===== src/rtl/spider_controller_pkg.sv =====
// spider_controller_pkg: shared constants, FSM states and LFSR step for the spider enemies
package spider_controller_pkg;
  localparam int N_SPIDER = 4;
  localparam int SCREEN_W = 640;
  localparam int SPRITE_W = 16;
  localparam int SPAWN_DELAY = 60;
  localparam int SPAWN_STAGGER = 30;
  localparam logic [9:0] X_MIN = 10'd32;
  localparam logic [9:0] X_MAX = 10'(SCREEN_W - SPRITE_W);
  localparam logic [9:0] PATROL_Y = 10'd64;
  localparam logic [9:0] BOTTOM_Y = 10'd440;
  localparam logic [9:0] H_SPEED = 10'd2;
  localparam logic [9:0] DROP_SPEED = 10'd1;
  localparam logic [9:0] STEP_DOWN = 10'd16;
  localparam logic [15:0] LFSR_SEED = 16'hACE1;
  localparam logic [15:0] LFSR_TAPS = 16'hB400;
  typedef enum logic [1:0] {ST_WAIT = 2'd0, ST_DROP = 2'd1, ST_PATROL = 2'd2} state_t;
  function automatic logic [15:0] lfsr_next(input logic [15:0] s);
    return {1'b0, s[15:1]} ^ (s[0] ? LFSR_TAPS : 16'h0000);
  endfunction
endpackage


===== src/rtl/spider_controller_unit.sv =====
// spider_controller_unit: one spider's wait/drop/patrol FSM with position, direction and respawn counter
module spider_controller_unit
  import spider_controller_pkg::*;
#(
  parameter logic [7:0] INIT_CNT = 8'd60
) (
  input  logic       clk,
  input  logic       rst,
  input  logic       i_tick,
  input  logic       i_hit,
  input  logic       i_spawn_grant,
  input  logic [9:0] i_spawn_x,
  input  logic       i_spawn_dir,
  output logic       o_pending,
  output logic [9:0] o_x,
  output logic [9:0] o_y,
  output logic       o_alive,
  output logic       o_escaped
);
  state_t     r_state;
  logic [9:0] r_x, r_y;
  logic [7:0] r_cnt;
  logic       r_dir, r_alive, r_escaped;
  logic       w_bounce;
  logic [9:0] w_px, w_py, w_dy;
  // dir 0 = moving right, 1 = moving left; a bounce holds x and steps down instead
  assign w_bounce = r_dir ? (r_x < X_MIN + H_SPEED) : (r_x + H_SPEED > X_MAX);
  assign w_px = w_bounce ? r_x : (r_dir ? r_x - H_SPEED : r_x + H_SPEED);
  assign w_py = w_bounce ? r_y + STEP_DOWN : r_y;
  assign w_dy = r_y + DROP_SPEED;
  // spider FSM: a hit pre-empts any tick activity, including an escape on the same cycle
  always_ff @(posedge clk or posedge rst) begin
    if (rst) begin
      r_state <= ST_WAIT;
      r_x <= '0;
      r_y <= '0;
      r_dir <= 1'b0;
      r_cnt <= INIT_CNT;
      r_alive <= 1'b0;
      r_escaped <= 1'b0;
    end else begin
      r_escaped <= 1'b0;
      if (i_hit && r_alive) begin
        r_alive <= 1'b0;
        r_state <= ST_WAIT;
        r_cnt <= 8'(SPAWN_DELAY);
      end else if (i_tick) begin
        case (r_state)
          ST_WAIT:
            if (r_cnt != 8'd0) r_cnt <= r_cnt - 8'd1;
            else if (i_spawn_grant) begin
              r_x <= i_spawn_x;
              r_y <= '0;
              r_dir <= i_spawn_dir;
              r_alive <= 1'b1;
              r_state <= ST_DROP;
            end
          ST_DROP: begin
            r_y <= w_dy;
            if (w_dy >= PATROL_Y) r_state <= ST_PATROL;
          end
          ST_PATROL: begin
            r_x <= w_px;
            r_y <= w_py;
            r_dir <= r_dir ^ w_bounce;
            if (w_py >= BOTTOM_Y) begin
              r_alive <= 1'b0;
              r_escaped <= 1'b1;
              r_cnt <= 8'(SPAWN_DELAY);
              r_state <= ST_WAIT;
            end
          end
          default: r_state <= ST_WAIT;
        endcase
      end
    end
  end
  assign o_pending = (r_state == ST_WAIT) && (r_cnt == 8'd0);
  assign o_x = r_x;
  assign o_y = r_y;
  assign o_alive = r_alive;
  assign o_escaped = r_escaped;
endmodule


===== src/rtl/spider_controller.sv =====
// spider_controller: spawn LFSR, lowest-index spawn arbiter, spider instances, bus packing and event pulses
module spider_controller
  import spider_controller_pkg::*;
(
  input  logic                     clk,
  input  logic                     rst,
  input  logic                     game_en,
  input  logic                     frame_tick,
  input  logic [N_SPIDER-1:0]      hit_flat,
  output logic [N_SPIDER*10-1:0]   spider_x_flat,
  output logic [N_SPIDER*10-1:0]   spider_y_flat,
  output logic [N_SPIDER-1:0]      spider_alive_flat,
  output logic                     kill_pulse,
  output logic                     escape_pulse
);
  logic [15:0]         r_lfsr;
  logic                r_kill;
  logic                w_tick;
  logic [N_SPIDER-1:0] w_hit, w_pending, w_grant, w_escaped;
  logic [9:0]          w_spawn_x;
  assign w_tick = frame_tick & game_en;
  assign w_hit = hit_flat & {N_SPIDER{game_en}};
  assign w_grant = w_pending & (~w_pending + N_SPIDER'(1));
  assign w_spawn_x = X_MIN + {1'b0, r_lfsr[8:0]};
  // spawn LFSR advances once per enabled tick; the spawn uses the value before the step
  always_ff @(posedge clk or posedge rst) begin
    if (rst) r_lfsr <= LFSR_SEED;
    else if (w_tick) r_lfsr <= lfsr_next(r_lfsr);
  end
  // one kill pulse no matter how many live spiders were hit together
  always_ff @(posedge clk or posedge rst) begin
    if (rst) r_kill <= 1'b0;
    else r_kill <= |(w_hit & spider_alive_flat);
  end
  for (genvar i = 0; i < N_SPIDER; i++) begin : g_spider
    spider_controller_unit #(
      .INIT_CNT(8'(SPAWN_DELAY + i * SPAWN_STAGGER))
    ) u_spider (
      .clk          (clk),
      .rst          (rst),
      .i_tick       (w_tick),
      .i_hit        (w_hit[i]),
      .i_spawn_grant(w_grant[i]),
      .i_spawn_x    (w_spawn_x),
      .i_spawn_dir  (r_lfsr[9]),
      .o_pending    (w_pending[i]),
      .o_x          (spider_x_flat[i*10 +: 10]),
      .o_y          (spider_y_flat[i*10 +: 10]),
      .o_alive      (spider_alive_flat[i]),
      .o_escaped    (w_escaped[i])
    );
  end
  assign kill_pulse = r_kill;
  assign escape_pulse = |w_escaped;
endmodule


===== config.mk =====
export PLATFORM = sky130hd
export DESIGN_NAME = spider_controller
export DESIGN_NICKNAME = d
export VERILOG_FILES = /design/src/rtl/spider_controller_pkg.sv /design/src/rtl/spider_controller_unit.sv /design/src/rtl/spider_controller.sv
export SDC_FILE = /design/constraint.sdc
export NUM_CORES = 1
export LEC_CHECK = 0
export CELL_PAD_IN_SITES_DETAIL_PLACEMENT = 0
export CELL_PAD_IN_SITES_GLOBAL_PLACEMENT = 1
export CORE_MARGIN = 1
export CORE_UTILIZATION = 45
export CTS_CLUSTER_DIAMETER = 50
export DETAILED_ROUTE_END_ITERATION = 10
export PLACE_DENSITY = 0.84
export SLEW_MARGIN = 20
export SYNTH_ARGS = -nofsm -noshare
export SYNTH_HDL_FRONTEND = slang
export SYNTH_SLANG_ARGS = --single-unit

===== constraint.sdc =====
create_clock -name clk -period 6.9 [get_ports clk]
set_input_delay 1.38 -clock clk [delete_from_list [all_inputs] [get_ports clk]]
set_output_delay 1.38 -clock clk [all_outputs]
set_load 0.05 [all_outputs]

-- After elaboration in Yosys (flattened, before gate mapping)
Cells that the tools add are included.
- equal/unequal tests: 40
- multiplexer cells: 141
- add/sub/neg operators: 22
- order comparisons: 16
- bitwise operators: 14
- reduce and logical (&&, ||, !) cells: 62
- operator list (operator ; count):
    10-bit 2-to-1 mux ; 28
    8-bit 2-to-1 mux ; 16
    10-bit one-hot mux with 3 select lines ; 4
    10-bit one-hot mux with 2 select lines ; 4
    5-bit AND reduction ; 16
    8-bit one-hot mux with 2 select lines ; 4
    1-bit 2-to-1 mux ; 48
    2-bit 2-to-1 mux ; 24
    10-bit by 1-bit adder with 10-bit output (second input constant) ; 4
    10-bit by 2-bit adder with 10-bit output (second input constant) ; 4
    10-bit by 5-bit adder with 10-bit output (second input constant) ; 4
    10-bit by 7-bit greater-or-equal comparator with 1-bit output (second input constant) ; 4
    10-bit by 9-bit greater-or-equal comparator with 1-bit output (second input constant) ; 4
    10-bit > comparator (second input constant) ; 4
    10-bit by 6-bit < comparator with 1-bit output (second input constant) ; 4
    10-bit by 2-bit subtractor with 10-bit output (second input constant) ; 4
    3-bit by 1-bit != test with 1-bit output (second input constant) ; 12
    8-bit logical NOT ; 4
    8-bit nonzero test ; 4
    8-bit by 1-bit subtractor with 8-bit output (second input constant) ; 4
    2-bit != test (second input constant) ; 12
    3-bit by 2-bit != test with 1-bit output (second input constant) ; 8
    2-bit one-hot mux with 3 select lines ; 4
    6-bit AND reduction ; 4
    other kinds (18) ; 67
- register bits: 149
- word-level logic and storage cells: 325
- input bits: 8

-- Depth between registers and ports, before layout
Gate-level depths: netlist of the first run.
- depth after elaboration: 10
- depth in mapped cells: 12
- depth with buffers taken out: 10

-- By module
Synthesis of the first run repeated with hierarchy kept, for this count alone.
- cells, all modules: 1404
- area, all modules: 11198.2 um^2
- by module, submodules not included (module ; area an instance (um^2) ; cells each ; sequential area each (um^2) ; instances):
    spider_controller_unit at g_spider[0].u_spider ... ; 2615.0 ; 341 ; 830.8 ; 3
    spider_controller_unit at g_spider[3].u_spider ; 2524.9 ; 319 ; 830.8 ; 1
    spider_controller ; 828.3 ; 62 ; 435.4 ; 1

-- Worst setup path before layout of the first run
OpenSTA, ideal clock, no wires.
- path kind: input to register
- start: input game_en
- end: register g_spider[2].u_spider.r_cnt[6]
- stages on the path: 8
- data required time: 6.838 ns
- setup time: 0.062 ns
- setup slack: 3.621 ns
- path buffers: 2
- arrival time: 3.218 ns
- cell sequence: buf_2 nand2_1 clkbuf_1 nor4b_1 nand3_1 o41ai_1 o21a_1 o31a_1
- word-level cells in the longest chain between the ends: 4
- elaborated cells on any way between the ends: 9
- classes of those cells: eq/ne: 2; mux: 1; bitwise: 2; reduce/logical: 4
- ends and longest elaborated chain (what ; RTL line ; source):
    start: declaration ; spider_controller.sv:7 ; input logic game_en,
    4-bit AND ; spider_controller.sv:22 ; assign w_hit = hit_flat & {N_SPIDER{game_en}};
    1-bit logical AND ; spider_controller_unit.sv:43 ; if (i_hit && r_alive) begin
    3-bit by 1-bit != test with 1-bit output (no source line), or another cell as far along ; - ;
    4-bit AND reduction (no source line) ; - ;
    end signal: assignment ; spider_controller_unit.sv:46 ; r_cnt <= 8'(SPAWN_DELAY);
    end signal: assignment ; spider_controller_unit.sv:50 ; if (r_cnt != 8'd0) r_cnt <= r_cnt - 8'd1;
    end signal: assignment ; spider_controller_unit.sv:69 ; r_cnt <= 8'(SPAWN_DELAY);
    end: declaration ; spider_controller_unit.sv:22 ; logic [7:0] r_cnt;
Several ways; a longest one is shown, not always the timed one.
A chain may end at the register's enable or synchronous reset.

-- Worst setup path in the final report of the first run
- start: input game_en
- end: register g_spider[1].u_spider.r_x[1]
- word-level cells in the longest chain between the ends: 4
- elaborated cells on any way between the ends: 5
- classes of those cells: bitwise: 3; reduce/logical: 2
- ends and longest elaborated chain (what ; RTL line ; source):
    4-bit AND ; spider_controller.sv:22 ;
    1-bit logical AND ; spider_controller_unit.sv:43 ;
    1-bit inverter (no source line) ; - ;
    6-bit AND reduction (no source line) * ; - ;
    end signal: assignment ; spider_controller_unit.sv:52 ; r_x <= i_spawn_x;
    end signal: assignment ; spider_controller_unit.sv:63 ; r_x <= w_px;
    end: declaration ; spider_controller_unit.sv:21 ; logic [9:0] r_x, r_y;
Every way passes the cells marked *; elsewhere a longest branch is shown, timed or not.

==> results of run 1 <==
routing by layer:
metal  track usage [%]  part of all wire [%]  vias to the layer above
met5                 0                     0                        -
met4             7.372                   1.5                        0
met3             3.402                   4.8                       35
met2             40.20                    47                      304
met1             35.21                    47                     5179
li1                  -                     -                     5135
cell families (layout without fill, tap and decap cells):
logic type,count (synthesis),count (layout)
xor gates and xnor gates,34,34
AOI/OAI and AO/OA,446,446
adders and majority gates,45,45
muxes,18,18
buffers and inverters,165,196
and+or+nand+nor,520,520
DFF,149,149
final timing paths:
kind | from | to | slack [ns] | cells past startpoint
max reg2reg | g_spider[2].u_spider.o_x[1] | g_spider[2].u_spider.r_cnt[7] | 3.44 | 9
min reg2reg | r_lfsr[11] | r_lfsr[11] | 0.47 | 2
min in group asynchronous | rst | g_spider[1].u_spider.o_y[9] | 1.51 | 2
min | r_lfsr[11] | r_lfsr[11] | 0.47 | 2
max | game_en | g_spider[1].u_spider.o_x[1] | 2.54 | 8
max in group asynchronous | rst | g_spider[0].u_spider.r_cnt[0] | 4.06 | 3
placed cells by master (no fill, tap or decap), types with 6 or more instances in the layout:
cell type	count
inv_1	60
o31a_1	9
nor2b_1	8
xor2_1	8
or3_1	11
dfstp_2	24
a21o_1	8
and3_1	23
a2bb2oi_1	11
o22a_1	9
o21ai_0	100
clkbuf_16	17
nand2_1	167
o32a_1	6
o31ai_1	14
a31oi_1	35
xnor2_1	26
o2bb2ai_1	7
ha_1	45
and2_1	8
o211ai_1	11
nand2b_1	12
nand4_1	27
nor3_1	46
o41ai_1	8
clkdlybuf4s50_1	93
a22oi_1	7
a21oi_1	94
nand3_1	67
o21a_1	8
buf_4	9
o22ai_1	26
nor2_1	96
o21bai_1	6
mux2i_1	12
a211oi_1	8
nor4_1	13
dfrtp_1	125
layout make-up:
type | count | area (sq um)
flip-flops and latches | 149 | 3759
inverters | 62 | 237.7
multi-input cells | 1063 | 6633
well taps | 319 | 399.1
clock inverters | 14 | 201.4
fillers | 2234 | 11090
clock buffers | 18 | 439.2
repair buffers | 102 | 998.5
power by group:
| part | internal [uW] | switching [uW] |
|---|---|---|
| combinational | 1040 | 1810 |
| clock | 620 | 406 |
| sequential | 1210 | 608 |
| total | 2860 | 2830 |
through the flow:
stage	instance area [sq um]	setup slack [ns]	power (uW)	hold WS, ns
floorplan	11050	1.552	3826	0.4397
global placement	12010	2.212	4602	0.4535
detailed placement	12010	2.087	4633	0.4593
CTS	12650	2.506	5675	0.4697
global route	12670	2.149	6071	0.4767
finish	12670	2.537	5687	0.4666
critical path, cell delays in order:
cell	delay (ns)
clkdlybuf4s50_1	0.76
nand2_1	0.56
buf_4	0.37
nor2_1	0.23
nand2_1	0.17
a21oi_1	0.74
nor2_1	0.10
a311o_1	0.34
state kept, by name, indices dropped and copies added (netlist names):
| register | flops |
|---|---|
| g_spider.u_spider.o_alive | 4 |
| g_spider.u_spider.o_escaped | 4 |
| g_spider.u_spider.o_x | 40 |
| g_spider.u_spider.o_y | 40 |
| g_spider.u_spider.r_cnt | 32 |
| g_spider.u_spider.r_dir | 4 |
| g_spider.u_spider.r_state | 8 |
| kill_pulse | 1 |
| r_lfsr | 16 |
==> flow_summary.json, run 1 <==
{
  "post_cts_resized": 0,
  "io_pins": 94,
  "yosys.area_share.simple_pct": 23.15,
  "antenna_found_initial": 0,
  "crit_required_ns": 7.21,
  "die_y_um": 158.7,
  "grt_pass1_vias": 9735,
  "drt_first_pass_iters": 5,
  "coreArea_sq_mm": 0.02375,
  "yosysWarnings": 0,
  "postSynthCellCount": 1377,
  "rsz0062_at_grt": "no",
  "setup_viol": 0,
  "utilization_pct": 53.33,
  "start_util_pct": 46.52,
  "cts.clk_slew.worst_paths_ns": 0.06,
  "cts_tree": "done",
  "cts_max_level": 4,
  "syn_nets": 1430,
  "grt_start_max_net_pins": 100,
  "wire_per_inst_um": 17.82,
  "slew_viol_final": 0,
  "crit_arrival_ns": 4.67,
  "yosysTopAreaCell": "dfrtp_1",
  "yosysTopAreaCellShare_pct": 28.31,
  "skew_ns": 0.01120,
  "netlist_area_sq_mm": 0.01105,
  "path_max_fanout": 19,
  "via_per_inst": 6.169,
  "worst_pin_slew_ns": 0.9722,
  "routed_wl_mm": 30.77,
  "worst-setup-path-type": "primary input to flip-flop",
  "syn2layout_area_growth_pct": 14.64,
  "synth_top_family_by_area": "compound AO/OA/AOI/OAI gates",
  "leakage_uw": 0.004880,
  "fin_nets": 1448,
  "dp_hpwl_mm": 20.80,
  "instances_no_fill": 1727,
  "vdd_drop_max_v": 0.0002435,
  "async_flop_share_pct": 100.0,
  "yosysMostFrequentCell": "nand2_1",
  "post-route-period-util_pct": 63.23,
  "ys_seq_area_share_pct": 34.02,
  "num_vias": 10650,
  "tns_ns": 0,
  "cts.hold.buffers_added": 0,
  "power_density_mw_per_mm2": 448.9,
  "numCtsBuffers": 17,
  "cts_root_buf": "clkbuf_16",
  "clk-insertion-delay-late_ns": 0.43,
  "startpoint_type": "primary input",
  "fp.dieW_um": 158.7,
  "grt_first_pass_wirelength_mm": 50.43,
  "maxSlewHeadroom_pct": 35.19,
  "synthAdderAreaFrac_pct": 5.096,
  "outcome": "complete, no violations",
  "synthXorXnorAreaFrac_pct": 2.695,
  "synth_compound_gate_area_share_pct": 27.28,
  "dpl.cell_count": 1695,
  "synth_common_cells": "nand2_1 (167), dfrtp_1 (125), o21ai_0 (100)",
  "fmax_mhz": 229.2,
  "min_path_type": "flip-flop to flip-flop",
  "cap_viol_max_count": 0,
  "synth_seq_cells": 149,
  "antenna_cells": 0,
  "overflow": 0,
  "gp_congestion": 0.8794,
  "cts_setup_buffers": 0,
  "fp-row-count": 56,
  "cts.sinks": 149,
  "drtAntennaViolNets": 0,
  "avgSynthCellArea_sq_um": 8.024,
  "drive_above_1_share_pct": 7.528,
  "min_period_ns": 4.363,
  "synthMuxAreaShare_pct": 1.687,
  "ys.flop_type": "dfrtp_1",
  "crit_path_end_kind": "flip-flop",
  "grt_use_total_pct": 25.14,
  "port_buffers": 93,
  "drtIter0Drc": 949,
  "synthTopCellsByArea": "dfrtp_1 (28%), dfstp_2 (5.7%), nand2_1 (5.7%)",
  "die_area_sq_mm": 0.02518,
  "yosysUniqueCellTypes": 88,
  "hold_viol": 0,
  "drc": 0,
  "synth_edf_count": 0,
  "cts_buffer_depth": 2
}
Power figures use the tool's default switching activity.
==> run 2, diff against run 1 <==
==> constraint.sdc (replaced) <==
create_clock -name clk -period 4.5 [get_ports clk]
set_input_delay 0.9 -clock clk [delete_from_list [all_inputs] [get_ports clk]]
set_output_delay 0.9 -clock clk [all_outputs]
set_load 0.05 [all_outputs]
==> flow_summary.json, run 2 (synthesis gave the netlist of run 1 again) <==
{
  "max_stage_delay_ns": 0.53,
  "whs_ns": 0.4685,
  "fin_nets": 1458,
  "die_y_um": 158.7,
  "cts.sinks": 149,
  "syn2layout_area_growth_pct": 15.37,
  "die_area_sq_mm": 0.02518,
  "io_pins": 94,
  "dp_hpwl_mm": 20.92,
  "cts_root_buf": "clkbuf_16",
  "power_density_mw_per_mm2": 686.5,
  "rsz0062_at_grt": "no",
  "crit_path_cell_trace": "ha_1 > and4_1 > o211a_1 > o22ai_1 > o31a_1 > a21oi_1 > a211oi_2 > nor2_1 > o311a_1",
  "skew_ns": 0.01466,
  "vdd_drop_max_v": 0.0003137,
  "clk-insertion-delay-late_ns": 0.43,
  "worst-setup-path-type": "flip-flop to flip-flop",
  "drc": 0,
  "cts_max_level": 4,
  "port_buffers": 93,
  "leakage_uw": 0.004932,
  "path_max_fanout": 9,
  "startpoint_type": "flip-flop",
  "grt_use_total_pct": 25.20,
  "slew_viol_final": 0,
  "final_cell_mix": "nand2_1 (167), dfrtp_1 (125), o21ai_0 (100)",
  "maxSlewHeadroom_pct": 37.91,
  "crit_arrival_ns": 3.65,
  "grt_start_max_net_pins": 150,
  "start_util_pct": 46.52,
  "min_path_type": "flip-flop to flip-flop",
  "drt_first_pass_iters": 6,
  "cts_buffer_depth": 2,
  "antenna_found_initial": 0,
  "cts.clk_slew.worst_paths_ns": 0.06,
  "gp_congestion": 0.9056,
  "fmax_mhz": 303.6,
  "crit_required_ns": 4.86,
  "min_period_ns": 3.294,
  "via_per_inst": 6.117,
  "drtIter0Drc": 1014,
  "post_cts_resized": 0,
  "cts.hold.buffers_added": 0,
  "crit_slowest_cell": "dfrtp_1",
  "ff2ff_setup_slack_ns": 1.21,
  "coreArea_sq_mm": 0.02375,
  "setup_viol": 0,
  "crit_path_end_kind": "flip-flop",
  "worst_pin_slew_ns": 0.9247,
  "overflow": 0,
  "cap_viol_max_count": 0,
  "fp-row-count": 56,
  "fp.dieW_um": 158.7,
  "post-route-period-util_pct": 73.20,
  "cts_setup_buffers": 0,
  "outcome": "complete, no violations",
  "grt_pass1_vias": 9672,
  "antenna_cells": 0,
  "wire_per_inst_um": 17.74,
  "num_vias": 10630,
  "hold_viol": 0,
  "tns_ns": 0,
  "routed_wl_mm": 30.81,
  "grt_first_pass_wirelength_mm": 50.54,
  "drtAntennaViolNets": 0,
  "cts_tree": "done",
  "drive_above_1_share_pct": 7.828,
  "layout_commonest_cell": "nand2_1",
  "numCtsBuffers": 17
}
==> run 2: cell types whose count changed in the layout (fill, tap and decap cells not counted) <==
cell and change:
a21oi_1 +1, nor4b_2 -1, clkinvlp_4 +1, buf_12 +1, mux2i_2 -1, clkbuf_1 +2, a21oi_2 -1, nor4b_1 +1
buf_4 +9, mux2i_1 +1, bufinv_16 +1, inv_6 -2, clkinv_2 +1, clkinv_4 -3
==> run 2: layout make-up <==
class                      count  area (sq um)
clock buffer                  20         446.7
clock inverter                12         201.4
fill                        2193         11010
inverter                      62         236.5
multi-input combinational   1063          6619
sequential                   149          3759
tap                          319         399.1
timing repair buffer         112          1086
==> run 2: worst max-delay path: cells and delay by family (launching register included) <==
| family | cells | cell delay [ns] |
|---|---|---|
| DFF | 1 | 0.53 |
| AOI/OAI and AO/OA | 6 | 1.62 |
| and+or+nand+nor | 2 | 0.79 |
| adders and majority gates | 1 | 0.28 |
==> run 2: stage by stage <==
stage	total power, uW	worst slack, ns	instances	util (%)	cell area (sq um)
final	8751	1.206	1737	53.67	12750
after floorplan	5868	1.339	1377	-	11050
after global placement	7069	0.9593	1705	50.94	12100
after detailed placement	7118	0.9138	1705	50.94	12100
after global routing	9348	0.9825	1737	53.67	12750
after CTS	8760	1.261	1737	53.67	12750
==> run 2: worst paths after layout <==
check                                                 start                            end  cells past startpoint
worst max-delay path            g_spider[2].u_spider.o_x[2]  g_spider[2].u_spider.r_cnt[7]                      9
worst min-delay path                             r_lfsr[11]                     r_lfsr[11]                      2
worst max register to register  g_spider[2].u_spider.o_x[2]  g_spider[2].u_spider.r_cnt[7]                      9
worst min register to register                   r_lfsr[11]                     r_lfsr[11]                      2
max in group asynchronous                               rst    g_spider[1].u_spider.o_y[0]                      3
min in group asynchronous                               rst    g_spider[3].u_spider.o_y[3]                      3
==> run 2: routing by layer <==
layer,vias up,part of all wire (%),global-route usage (%)
met1,5155,48,36.22
met2,309,47,40.27
met4,0,1.2,5.220
met5,-,0,0
met3,27,4.5,3.266
li1,5135,-,-
==> run 2: where the power goes <==
group	switching (uW)	internal, uW
clock network	605	1000
logic	2790	1610
registers	905	1850
==> run 3, diff against run 2 <==
--- a/config.mk
+++ b/config.mk
@@ -8,10 +8,10 @@
 export CELL_PAD_IN_SITES_DETAIL_PLACEMENT = 0
 export CELL_PAD_IN_SITES_GLOBAL_PLACEMENT = 1
 export CORE_MARGIN = 1
-export CORE_UTILIZATION = 45
+export CORE_UTILIZATION = 40
 export CTS_CLUSTER_DIAMETER = 50
 export DETAILED_ROUTE_END_ITERATION = 10
-export PLACE_DENSITY = 0.84
+export PLACE_DENSITY = 0.79
 export SLEW_MARGIN = 20
 export SYNTH_ARGS = -nofsm -noshare
 export SYNTH_HDL_FRONTEND = slang
==> constraint.sdc (replaced) <==
create_clock -name clk -period 2.9 [get_ports clk]
set_input_delay 0.58 -clock clk [delete_from_list [all_inputs] [get_ports clk]]
set_output_delay 0.58 -clock clk [all_outputs]
set_load 0.05 [all_outputs]
==> flow_summary.json, run 3 (synthesis gave the netlist of run 1 again) <==
{
  "outcome": "complete, no violations",
  "antenna_found_initial": 0,
  "clk-insertion-delay-late_ns": 0.44,
  "maxSlewHeadroom_pct": 46.64,
  "whs_ns": 0.4748,
  "routed_wl_mm": 33.10,
  "grt_use_total_pct": 23.51,
  "worst_pin_slew_ns": 0.7977,
  "syn2layout_area_growth_pct": 23.71,
  "crit_slowest_cell": "dfrtp_2",
  "die_area_sq_mm": 0.02829,
  "startpoint_type": "flip-flop",
  "fp-row-count": 60,
  "vdd_drop_max_v": 0.0004916,
  "cts.clk_slew.worst_paths_ns": 0.07,
  "final_cell_mix": "nand2_1 (167), dfrtp_1 (113), buf_4 (110)",
  "crit_path_end_kind": "flip-flop",
  "drc": 0,
  "crit_top_cell": "and3_1",
  "gp_congestion": 0.8864,
  "cts_tree": "done",
  "port_buffers": 93,
  "crit_arrival_ns": 3.09,
  "utilization_pct": 50.58,
  "setup_viol": 0,
  "layout_commonest_cell": "nand2_1",
  "pre_cts_ws_ns": -0.007609,
  "fin_ws_ns": 0.1168,
  "start_util_pct": 40.88,
  "skew_ns": 0.01838,
  "grt_pass1_vias": 10230,
  "crit_path_cell_trace": "ha_4 > and3_1 > a22o_1 > and3_1 > o32a_4 > nor2b_1 > o21a_1 > o31ai_4 > mux2_1",
  "drt_first_pass_iters": 5,
  "fp.dieW_um": 168.2,
  "drive_above_1_share_pct": 15.85,
  "die_y_um": 168.2,
  "path_max_fanout": 8,
  "worst-setup-path-type": "flip-flop to flip-flop",
  "slew_viol_final": 0,
  "fin_nets": 1554,
  "via_per_inst": 5.892,
  "cts.sinks": 149,
  "post-route-period-util_pct": 95.97,
  "cts_max_level": 4,
  "hold_viol": 0,
  "io_pins": 94,
  "min_path_type": "flip-flop to flip-flop",
  "coreArea_sq_mm": 0.02703,
  "cts.hold.buffers_added": 0,
  "max_stage_delay_ns": 0.46,
  "power_density_mw_per_mm2": 1042,
  "wire_per_inst_um": 17.83,
  "drtAntennaViolNets": 0,
  "cts_root_buf": "clkbuf_16",
  "grt_first_pass_wirelength_mm": 53.77,
  "total_power_uw": 14250,
  "leakage_uw": 0.005417,
  "cts_buffer_depth": 2,
  "dp_hpwl_mm": 23.36,
  "crit_required_ns": 3.21,
  "numCtsBuffers": 17,
  "overflow": 0,
  "num_vias": 10940,
  "fmax_mhz": 359.3,
  "drtIter0Drc": 852,
  "rsz0062_at_grt": "no",
  "min_period_ns": 2.783,
  "grt_start_max_net_pins": 45,
  "cap_viol_max_count": 0
}
-- run 3: changes by cell type in the layout (fill, tap and decap cells not counted), sizes merged --
cell,previous run,this run
buf,19,115
bufinv,5,2
inv,62,64
clkbuf,20,19
clkinv,4,5
clkinvlp,3,4
diode,0,1
-- run 3: cell type report --
cell class / instances / area [sq um]
timing repair buffer: 208 / 1857
inverter: 62 / 236.5
tap: 341 / 426.7
antenna: 1 / 2.502
multi-input combinational: 1063 / 6782
clock inverter: 13 / 148.9
clock buffer: 19 / 442.9
fill: 2576 / 13360
sequential: 149 / 3774
-- run 3: path summary, 6_finish.rpt --
path	cells after the start	end	from	slack, ns
hold reg to reg	2	r_lfsr[5]	r_lfsr[6]	0.47
min in group asynchronous	2	g_spider[2].u_spider.o_y[5]	rst	0.59
hold / removal	2	r_lfsr[5]	r_lfsr[6]	0.47
setup reg to reg	9	g_spider[0].u_spider.r_state[0]	g_spider[0].u_spider.o_x[2]	0.12
setup / recovery	9	g_spider[0].u_spider.r_state[0]	g_spider[0].u_spider.o_x[2]	0.12
max in group asynchronous	3	r_lfsr[7]	rst	1.58
-- run 3: where the power goes --
part	total [uW]	switching, uW	internal, uW
combinational	7920	4860	3060
clock	2290	989	1300
sequential	4040	1150	2890
total	14200	7000	7250
-- run 3: timing repair --
action | CTS | global route
resized for setup | 2 | 25
endpoints found under the setup margin | 2 | 61
setup buffers | 0 | 12
pin swaps | 0 | 7
-- run 3: worst max-delay path, delay by kind of cell (launching register included) --
family,cells,cell delay [ns]
adders and majority gates,1,0.18
AOI/OAI and AO/OA,4,1.09
and+or+nand+nor,3,0.56
muxes,1,0.36
DFF,1,0.46
-- run 3: routing by layer --
layer	vias to the layer above	GRT usage (%)	part of all wire [%]
li1	5350	-	-
met5	-	0	0
met4	0	6.403	1.2
met1	5313	33.38	49
met3	26	3.456	3.9
met2	246	37.15	46
-- run 3: through the flow --
step	cell area [sq um]	TNS, ns	std cells
floorplan	11080	0	1377
global placement	12840	-0.006439	1811
detailed placement	12840	-0.007609	1811
CTS	13440	0	1843
global route	13670	0	1855
finish	13670	0	1856
